**src/rtl/fifo_packetizer.sv**
```systemverilog
// -----------------------------------------------------------------------------
// fifo_packetizer
//
// Drains an upstream sample FIFO in fixed-length bursts and emits framed
// packets on a valid/ready stream. Each packet is a header word carrying the
// packet sequence number, BurstLen payload words taken from the FIFO in order,
// and a trailer word holding the modular sum of the payload (carries dropped).
//
// FIFO words arrive one cycle after the read strobe. They land in a 2-entry
// skid buffer, which decouples FIFO reads from downstream back-pressure.
//
// Ports
//   clk         clock, all logic on the rising edge
//   rst         synchronous active-low reset
//   enable      permits a new packet to start (looked at only while idle)
//   fifo_level  FIFO occupancy in words
//   fifo_empty  FIFO empty flag
//   fifo_rd     FIFO read strobe, one word per asserted cycle
//   fifo_data   FIFO read data, valid the cycle after fifo_rd
//   out_data    stream word
//   out_valid   stream word valid
//   out_ready   downstream accepts the word
//   out_last    marks the trailer word
//   busy        high whenever a packet is in progress
//   pkt_count   packets completed since reset, wraps at 16 bits
// -----------------------------------------------------------------------------
module fifo_packetizer #(
    parameter int DataWidth  = 16,
    parameter int BurstLen   = 64,
    parameter int LevelWidth = 16
) (
    input  logic                  clk,
    input  logic                  rst,
    input  logic                  enable,
    input  logic [LevelWidth-1:0] fifo_level,
    input  logic                  fifo_empty,
    output logic                  fifo_rd,
    input  logic [DataWidth-1:0]  fifo_data,
    output logic [DataWidth-1:0]  out_data,
    output logic                  out_valid,
    input  logic                  out_ready,
    output logic                  out_last,
    output logic                  busy,
    output logic [15:0]           pkt_count
);

    localparam int CntWidth = $clog2(BurstLen + 1);
    localparam logic [CntWidth-1:0]   BurstLenC = CntWidth'(BurstLen);
    localparam logic [CntWidth-1:0]   LastIdx   = CntWidth'(BurstLen - 1);
    localparam logic [LevelWidth-1:0] LevelC    = LevelWidth'(BurstLen);

    typedef enum logic [1:0] {
        ST_IDLE,
        ST_HEADER,
        ST_PAYLOAD,
        ST_TRAILER
    } state_t;

    state_t                r_state;
    state_t                w_next_state;
    logic [15:0]           r_seq;
    logic [DataWidth-1:0]  r_checksum;
    logic [CntWidth-1:0]   r_req_cnt;
    logic [CntWidth-1:0]   r_sent_cnt;
    logic [1:0]            r_buf_cnt;
    logic                  r_rd_q;
    logic [DataWidth-1:0]  r_buf0;   // head of the skid buffer
    logic [DataWidth-1:0]  r_buf1;

    logic                  w_pop;
    logic                  w_push;
    logic                  w_rd_state;
    logic                  w_wr_slot0;
    logic                  w_trailer_done;
    logic [2:0]            w_occ;
    logic [DataWidth-1:0]  w_seq_ext;

    assign w_seq_ext      = DataWidth'(r_seq);
    assign w_pop          = (r_state == ST_PAYLOAD) && (r_buf_cnt != 2'd0) && out_ready;
    assign w_push         = r_rd_q;
    assign w_rd_state     = (r_state == ST_HEADER) || (r_state == ST_PAYLOAD);
    assign w_trailer_done = (r_state == ST_TRAILER) && out_ready;

    // Buffer occupancy once the word already in flight from the FIFO has
    // landed and this cycle's pop has left; a new read is only safe below 2.
    assign w_occ   = {1'b0, r_buf_cnt} + {2'b00, r_rd_q} - {2'b00, w_pop};
    assign fifo_rd = w_rd_state && !fifo_empty && (r_req_cnt < BurstLenC) && (w_occ < 3'd2);

    // The incoming word goes to the head slot when the buffer is, or is about
    // to become, empty; otherwise it queues behind the head.
    assign w_wr_slot0 = (r_buf_cnt == 2'd0) || ((r_buf_cnt == 2'd1) && w_pop);

    assign busy      = (r_state != ST_IDLE);
    assign pkt_count = r_seq;

    // NOTE: every variable assigned here gets a default first, so no path
    // through the case can leave one unassigned and infer a latch.
    always_comb begin
        w_next_state = r_state;
        out_data     = '0;
        out_valid    = 1'b0;
        out_last     = 1'b0;
        case (r_state)
            ST_IDLE: begin
                if (enable && (fifo_level >= LevelC)) begin
                    w_next_state = ST_HEADER;
                end
            end
            ST_HEADER: begin
                out_data  = w_seq_ext;
                out_valid = 1'b1;
                if (out_ready) begin
                    w_next_state = ST_PAYLOAD;
                end
            end
            ST_PAYLOAD: begin
                out_data  = r_buf0;
                out_valid = (r_buf_cnt != 2'd0);
                if (w_pop && (r_sent_cnt == LastIdx)) begin
                    w_next_state = ST_TRAILER;
                end
            end
            ST_TRAILER: begin
                out_data  = r_checksum;
                out_valid = 1'b1;
                out_last  = 1'b1;
                if (out_ready) begin
                    w_next_state = ST_IDLE;
                end
            end
            default: w_next_state = ST_IDLE;
        endcase
    end

    // NOTE: state is updated with non-blocking assignments so every register
    // samples the pre-edge values of the others, independent of block order.
    always_ff @(posedge clk) begin
        if (!rst) begin
            r_state    <= ST_IDLE;
            r_seq      <= '0;
            r_checksum <= '0;
            r_req_cnt  <= '0;
            r_sent_cnt <= '0;
            r_buf_cnt  <= '0;
            r_rd_q     <= 1'b0;
        end else begin
            r_state <= w_next_state;
            r_rd_q  <= fifo_rd;

            case ({w_push, w_pop})
                2'b10:   r_buf_cnt <= r_buf_cnt + 2'd1;
                2'b01:   r_buf_cnt <= r_buf_cnt - 2'd1;
                default: r_buf_cnt <= r_buf_cnt;
            endcase

            if (fifo_rd) begin
                r_req_cnt <= r_req_cnt + 1'b1;
            end

            if (w_pop) begin
                r_checksum <= r_checksum + r_buf0;
                r_sent_cnt <= r_sent_cnt + 1'b1;
            end

            if (w_trailer_done) begin
                r_seq      <= r_seq + 16'd1;
                r_checksum <= '0;
                r_req_cnt  <= '0;
                r_sent_cnt <= '0;
            end
        end
    end

    // NOTE: the buffer storage has no reset; r_buf_cnt alone decides which
    // entries are meaningful, so stale contents are never observed as valid.
    always_ff @(posedge clk) begin
        if (w_pop) begin
            r_buf0 <= r_buf1;
        end
        if (w_push) begin
            if (w_wr_slot0) begin
                r_buf0 <= fifo_data;
            end else begin
                r_buf1 <= fifo_data;
            end
        end
    end

endmodule

```
**config.mk**
```make
export PLATFORM = sky130hd
export DESIGN_NAME = fifo_packetizer
export DESIGN_NICKNAME = d
export VERILOG_FILES = /design/src/rtl/fifo_packetizer.sv
export SDC_FILE = /design/constraint.sdc
export NUM_CORES = 1
export LEC_CHECK = 0
export BUFFER_PORTS_ARGS = -buffer_cell sky130_fd_sc_hd__buf_2
export CORE_ASPECT_RATIO = 1.1
export CORE_MARGIN = 5
export CORE_UTILIZATION = 60
export DETAILED_ROUTE_END_ITERATION = 8
export GPL_TIMING_DRIVEN = 1
export HOLD_SLACK_MARGIN = 0.02
export PLACE_DENSITY = 0.84
export SETUP_SLACK_MARGIN = 0.1
export SLEW_MARGIN = 15
export SYNTH_ARGS = -nofsm -noshare
export SYNTH_HDL_FRONTEND = slang
export SYNTH_SLANG_ARGS = --single-unit
```
**constraint.sdc**
```tcl
create_clock -name clk -period 9.6 [get_ports clk]
set_clock_uncertainty 0.15 [all_clocks]
set_input_delay 0.48 -clock clk [delete_from_list [all_inputs] [get_ports clk]]
set_output_delay 0.48 -clock clk [all_outputs]
set_load 0.03 [all_outputs]
```
==> run_results.csv, run 1 <==
group,metric,value,unit
clock_network,cts_buffers,9,
setup_path,rr_worst_depth,12,
clock_network,clk_path_buf_depth,2,
sta,finalSetupViolCount,0,
flow_run,drv_cap,0,
final_layout,fillCellCount,579,
logic_synthesis,async_flop_share,0,
routing,routed-wl-met2,4682,um
placement,portBuffers,66,
routing,initialDrtViolationCount,351,
logic_synthesis,yosys_warnings,0,
setup_path,cp.arrival,4780,ps
final_layout,area_growth,13.73,%
logic_synthesis,yosysSeqAreaShare,0.4190,
routing,vias_per_cell,6.041,
power_and_ir_drop,power_leakage,2.087,nW
die,dieArea,9051,um2
clock_network,clockRootBuffer,"clkbuf_8",
setup_path,rrSetupSlack,4630,ps
hold_path,hp-class,"primary input to flip-flop",
logic_synthesis,yosysMostFrequentCell,"dfxtp_1",
grt,grt_max_degree,33,
setup_path,cpPeakStageDelay,920,ps
logic_synthesis,ys_ff_latch,83,
grt,track_usage,0.2340,
logic_synthesis,netlist.area_leader.share,0.3085,
setup_path,worst_path_max_delay_cell,"nand3b_1",
grt,grt_pass1_wl,17240,um
routing,drc,0,
logic_synthesis,synth_edf_count,16,
logic_synthesis,synthDistinctLibCells,49,
die,die_y,99.28,um
setup_path,regToRegStartpoint,"r_state[0]",
routing,ant_nets,0,
logic_synthesis,syn_area,4348,um2
sta,drv_slew,0,
routing,route.met3.wl,772,um
routing,first_pass_iters,8,
final_layout,drive_gt1_frac,0.1590,
routing,maxUsedRoutingLayer,"met4",
setup_path,crit_fanout,23,
clock_network,clk_latency,360,ps
setup_path,worst-endpoint-required,8970,ps
power_and_ir_drop,power_density,210.6,nW/um2
die,io_pins,73,
setup_path,reg2reg_to,"r_req_cnt[5]",
clock_network,clkSinkCount,83,
clock_network,cts_setup_buffers,0,
sta,rsz0062_at_grt,"no",
logic_synthesis,synth_fp_nets,550,
setup_path,cp_cell_sequence,"inv_1 -> ha_1 -> nand3b_1 -> nor2_1 -> o21ai_0 -> fa_1 -> nand2_1 -> nor4_2 -> buf_2",
clock_network,cts-htree-levels,3,
clock_network,clk_pin_slew_worst_paths,90,ps
setup_path,endpoint_kind,"primary output",
sta,fin_crit_sh,0.5640,
sta,whs,151.3,ps
logic_synthesis,synth_flop_cell,"dfxtp_1",
power_and_ir_drop,vdd_ir_drop_max,0.1232,mV
final_layout,nNetsFinal,606,
hold_path,whs_path_depth,1,
sta,tns,0,ps
clock_network,holdBufCountCts,0,
sta,fmax,0.1847,GHz
logic_synthesis,synth_top_area_cell,"dfxtp_1",
routing,wl_met1,4684,um
placement,dp.final_hpwl,7668,um
die,initial_core_util,0.6170,
grt,overflow,0,
sta,max_slew_margin,0.2241,
logic_synthesis,synth_cells,486,
clock_network,cts_resized,0,
die,die_w,91.17,um
sta,post-route-min-period,5415,ps
grt,first_global_vias,3627,
run_status,status,"finished clean",
routing,vias,3818,
logic_synthesis,synthTopCellsByArea,"dfxtp_1, edfxtp_1, ha_1, nand2_1, nor2_1",
die,core-area,7047,um2
sta,finalHoldViolCount,0,
sta,worst_pin_slew,1160,ps
logic_synthesis,syn_avg_cell_area,8.946,um2
clock_network,cts_tree,"yes",
die,std_cell_rows,32,
setup_path,criticalPathCategory,"flip-flop to primary output",
routing,wl_per_cell,16.40,um
grt,antenna_found_initial,0,
final_layout,antenna_cells,0,
hold_path,hold_path.startpoint,"fifo_data[7]",
setup_path,start_kind,"flip-flop",
hold_path,worstHoldEndpoint,"r_buf1[7]",
logic_synthesis,synthTopCellsByCount,"dfxtp_1, nand2_1, nor2_1",
placement,place.gp.congestion,0.9493,
routing,routed_wirelength,10360,um
[placed cells by master (no fill, tap or decap), types with 12 or more instances in the layout]
master and instances:
dfxtp_1 67, buf_2 66, nand2_1 63, nor2_1 54
o21ai_0 35, ha_1 25, a21oi_1 19, mux2i_1 18
nand3_1 17, a222oi_1 16, xnor2_1 16, edfxtp_1 16
and2_1 14, xor2_1 12
[worst max-delay path by stage]
stage,cells past startpoint,slack (ps),from,end
finish,9,4190,r_state[0],fifo_rd
global route,9,3760,r_state[0],fifo_rd
CTS,9,4190,r_state[0],fifo_rd
detailed placement,9,4660,r_state[0],fifo_rd
global placement,9,4880,r_state[0],fifo_rd
floorplan,12,6020,r_buf_cnt[1],r_req_cnt[5]
[metrics by stage]
step | cell area [um2] | total power [W] | setup WS (ps) | utilization | std cells
global placement | 4708 | 0.0007365 | 4883 | 0.6681 | 616
CTS | 4945 | 0.001041 | 4194 | 0.7017 | 632
finish | 4945 | 0.001042 | 4185 | 0.7017 | 632
floorplan | 4348 | 0.0006685 | 6021 | - | 486
detailed placement | 4708 | 0.0007545 | 4663 | 0.6681 | 616
global route | 4945 | 0.001105 | 3760 | 0.7017 | 632
[flip-flops by register name, summed over array words and instances (netlist names)]
register    flops
r_buf1         16
r_req_cnt       7
pkt_count      16
r_buf_cnt       2
r_checksum     16
r_state         2
r_rd_q          1
r_sent_cnt      7
r_buf0         16
[worst max-delay path: cells and delay by family (launching register included)]
kind	cells	cell delay [ps]
AO/OA/AOI/OAI	1	240
adder cells (fa/ha/maj)	2	1120
buffers and inverters	2	450
flip-flops	1	350
AND/OR/NAND/NOR	4	2250
[per-layer routing]
metal | GRT usage | vias to the layer above
met2 | 0.3557 | 164
li1 | - | 1876
met1 | 0.3225 | 1753
met5 | 0 | -
met3 | 0.05219 | 25
met4 | 0.09594 | 0
[power by group]
part	leakage, nW	internal [W]	switching, W	total (W)
logic	1.28	0.000108	0.000190	0.000298
clock network	0.121	0.000154	0.000134	0.000289
registers	0.689	0.000400	0.0000551	0.000455
[cell type report]
type / count / area (um2) / area share
Clock inverter: 5 / 62.56 / 0.01265
Clock buffer: 11 / 173.9 / 0.03517
Timing Repair Buffer: 68 / 345.3 / 0.06984
Multi-Input combinational cell: 373 / 2409 / 0.4871
Sequential cell: 83 / 1822 / 0.3684
Inverter: 7 / 26.28 / 0.005314
Tap cell: 85 / 106.4 / 0.02151
[cell families (layout without fill, tap and decap cells)]
logic type	after synthesis	count (layout)	share of synthesized area
fa+ha+maj	27	27	0.08115
buf+inv	30	91	0.02705
flops	83	83	0.4190
simple gates	187	187	0.2000
mux	18	18	0.04144
compound gates	113	113	0.1750
xor+xnor	28	28	0.05640
(Power assumes the default switching activity.)
==> inputs of run 2 (changes only) <==
- ABC_AREA: unset -> 1
- CORE_UTILIZATION: 60 -> 52
- PLACE_DENSITY: 0.84 -> 0.77
- clock period: 9.6 -> 4.45 ns (I/O delays scaled with it)
==> run_results.csv, run 2 <==
group,metric,value,unit
logic_synthesis,netlist.area_leader.share,0.2792,
logic_synthesis,synthTopCellsByCount,"nand2_1, inv_1, dfxtp_1",
clock_network,clk_pin_slew_worst_paths,90,ps
grt,grt_pass1_wl,19680,um
final_layout,final_cell_mix,"nand2_1, inv_1, dfxtp_1",
power_and_ir_drop,power_leakage,2.843,nW
grt,first_global_vias,4420,
final_layout,antenna_cells,0,
clock_network,cts_setup_buffers,0,
logic_synthesis,async_flop_share,0,
setup_path,reg2reg_to,"r_req_cnt[5]",
logic_synthesis,yosys_warnings,0,
die,std_cell_rows,36,
setup_path,regToRegStartpoint,"r_state[0]",
die,die_y,110.8,um
routing,initialDrtViolationCount,264,
flow_run,drv_cap,0,
routing,vias,4517,
logic_synthesis,syn_avg_cell_area,7.107,um2
routing,routed_wirelength,11510,um
setup_path,worst-endpoint-required,4080,ps
sta,finalSetupViolCount,0,
placement,portBuffers,66,
logic_synthesis,synth_cells,676,
routing,ant_nets,0,
final_layout,mostFrequentLayoutCell,"nand2_1",
clock_network,cts-htree-levels,3,
clock_network,clockRootBuffer,"clkbuf_8",
logic_synthesis,ys_ff_latch,83,
logic_synthesis,synthDistinctLibCells,38,
hold_path,worstHoldEndpoint,"r_state[1]",
die,initial_core_util,0.5360,
sta,post-route-min-period,3876,ps
routing,wl_per_cell,13.21,um
die,dieArea,11260,um2
power_and_ir_drop,vdd_ir_drop_max,0.3091,mV
placement,dp.final_hpwl,8518,um
sta,rsz0062_at_grt,"no",
hold_path,hp-class,"primary input to flip-flop",
grt,grt_max_degree,45,
setup_path,start_kind,"flip-flop",
power_and_ir_drop,power_density,481.6,nW/um2
placement,dp.cells,839,
setup_path,rr_worst_depth,20,
sta,fmax,0.2580,GHz
logic_synthesis,synthTopCellsByArea,"dfxtp_1, nand2_1, edfxtp_1, ha_1, inv_1",
setup_path,cp.arrival,3500,ps
routing,first_pass_iters,5,
final_layout,finalNonFillerCells,871,
die,die_w,101.7,um
power_and_ir_drop,power,0.002672,W
setup_path,crit_top_cell,"inv_2",
logic_synthesis,yosysMostFrequentCell,"nand2_1",
routing,drc,0,
hold_path,whs_path_depth,3,
sta,fin_crit_sh,0.8711,
clock_network,clk_latency,370,ps
logic_synthesis,synth_flop_cell,"dfxtp_1",
clock_network,clk_path_buf_depth,2,
routing,vias_per_cell,5.186,
hold_path,hold_path.startpoint,"rst",
setup_path,cp_cell_sequence,"inv_1 -> ha_1 -> nand2_4 -> nor2_8 -> inv_4 -> buf_4 -> nand2_2 -> inv_2 -> nor2_2 -> nor2_1 -> inv_2 -> fa_1 -> nand2_1 -> nor3_1 -> nand2_1 -> inv_2 -> buf_2",
setup_path,cpLargestDelayFamily,"adder cells",
final_layout,fillCellCount,813,
grt,antenna_found_initial,0,
logic_synthesis,synth_edf_count,16,
logic_synthesis,syn_area,4805,um2
sta,finalHoldViolCount,0,
logic_synthesis,synth_top_area_cell,"dfxtp_1",
run_status,status,"finished clean",
setup_path,rrSetupSlack,830,ps
setup_path,crit_buf_inv,7,
grt,track_usage,0.2139,
setup_path,criticalPathCategory,"flip-flop to primary output",
grt,overflow,0,
die,io_pins,73,
clock_network,cts_tree,"yes",
placement,place_area,5186,um2
final_layout,final_cell_area,5548,um2
clock_network,cts_buffers,9,
die,core-area,8964,um2
sta,worst_pin_slew,780.3,ps
clock_network,cts_resized,0,
setup_path,crit_fanout,30,
logic_synthesis,yosysSeqAreaShare,0.3792,
final_layout,drive_gt1_frac,0.1493,
setup_path,worst_path_max_delay_cell,"ha_1",
logic_synthesis,synth_fp_nets,740,
setup_path,cpPeakStageDelay,480,ps
final_layout,nNetsFinal,816,
setup_path,endpoint_kind,"primary output",
clock_network,clkSinkCount,83,
final_layout,area_growth,15.47,%
sta,tns,0,ps
placement,place.gp.congestion,0.9545,
sta,max_slew_margin,0.4798,
sta,drv_slew,0,
-- run 2: where the power goes --
part | internal, W | total [W] | switching [W]
logic | 0.000375 | 0.00110 | 0.000725
registers | 0.000895 | 0.00102 | 0.000122
clock network | 0.000248 | 0.000554 | 0.000306
total | 0.00152 | 0.00267 | 0.00115
-- run 2: metrics by stage --
| stage | worst slack, ps | util | hold slack (ps) |
|---|---|---|---|
| floorplan | 1491 | - | 171.4 |
| global placement | 1003 | 0.5786 | 264.3 |
| detailed placement | 852.4 | 0.5786 | 264.7 |
| CTS | 562.5 | 0.6189 | 50.04 |
| global route | 291.7 | 0.6189 | 57.45 |
| finish | 573.7 | 0.6189 | 56.44 |
-- run 2: metal layers --
layer,vias up,share of wire,global-route usage
met5,-,0,0
met4,0,0.024,0.08067
met3,22,0.045,0.04154
met2,107,0.49,0.3547
met1,2074,0.44,0.2714
li1,2314,-,-
-- run 2: area by class of cell --
cell class / count / area [um2] / area share
clock buffer: 10 / 148.9 / 0.02684
inverter: 91 / 344.1 / 0.06202
timing repair buffer: 85 / 513.0 / 0.09247
clock inverter: 6 / 52.55 / 0.009472
tap: 114 / 142.6 / 0.02571
sequential: 83 / 1822 / 0.3284
multi-input combinational: 482 / 2525 / 0.4551
-- run 2: worst max path at each step --
stage	start	end	slack [ps]	cells past startpoint
after floorplan	r_buf_cnt[1]	r_req_cnt[5]	1490	18
after global placement	r_state[0]	r_req_cnt[5]	1000	19
after detailed placement	r_state[0]	r_req_cnt[5]	850	20
after CTS	r_state[0]	fifo_rd	560	17
after global routing	r_state[0]	fifo_rd	290	17
final	r_state[0]	fifo_rd	570	17
-- run 2: worst register-to-register path: cells and delay by family (launching register included) --
kind                     cells  cell delay, ps
AO/OA/AOI/OAI                1             130
adder cells (fa/ha/maj)      2             950
buffers and inverters        6             730
flip-flops                   1             380
AND/OR/NAND/NOR             11            1200
-- run 2: cells by family after synthesis --
| kind of cell | after synthesis | share of synthesized area |
|---|---|---|
| simple gates | 342 | 0.3117 |
| flops | 83 | 0.3792 |
| fa+ha+maj | 27 | 0.07344 |
| compound gates | 102 | 0.1203 |
| buf+inv | 111 | 0.09531 |
| xor+xnor | 11 | 0.02005 |
-- run 2: repair_timing --
action | in CTS | in global routing
hold buffers | 16 | 0
endpoints found under the hold margin | 31 | 0
setup endpoints to repair | 0 | 0
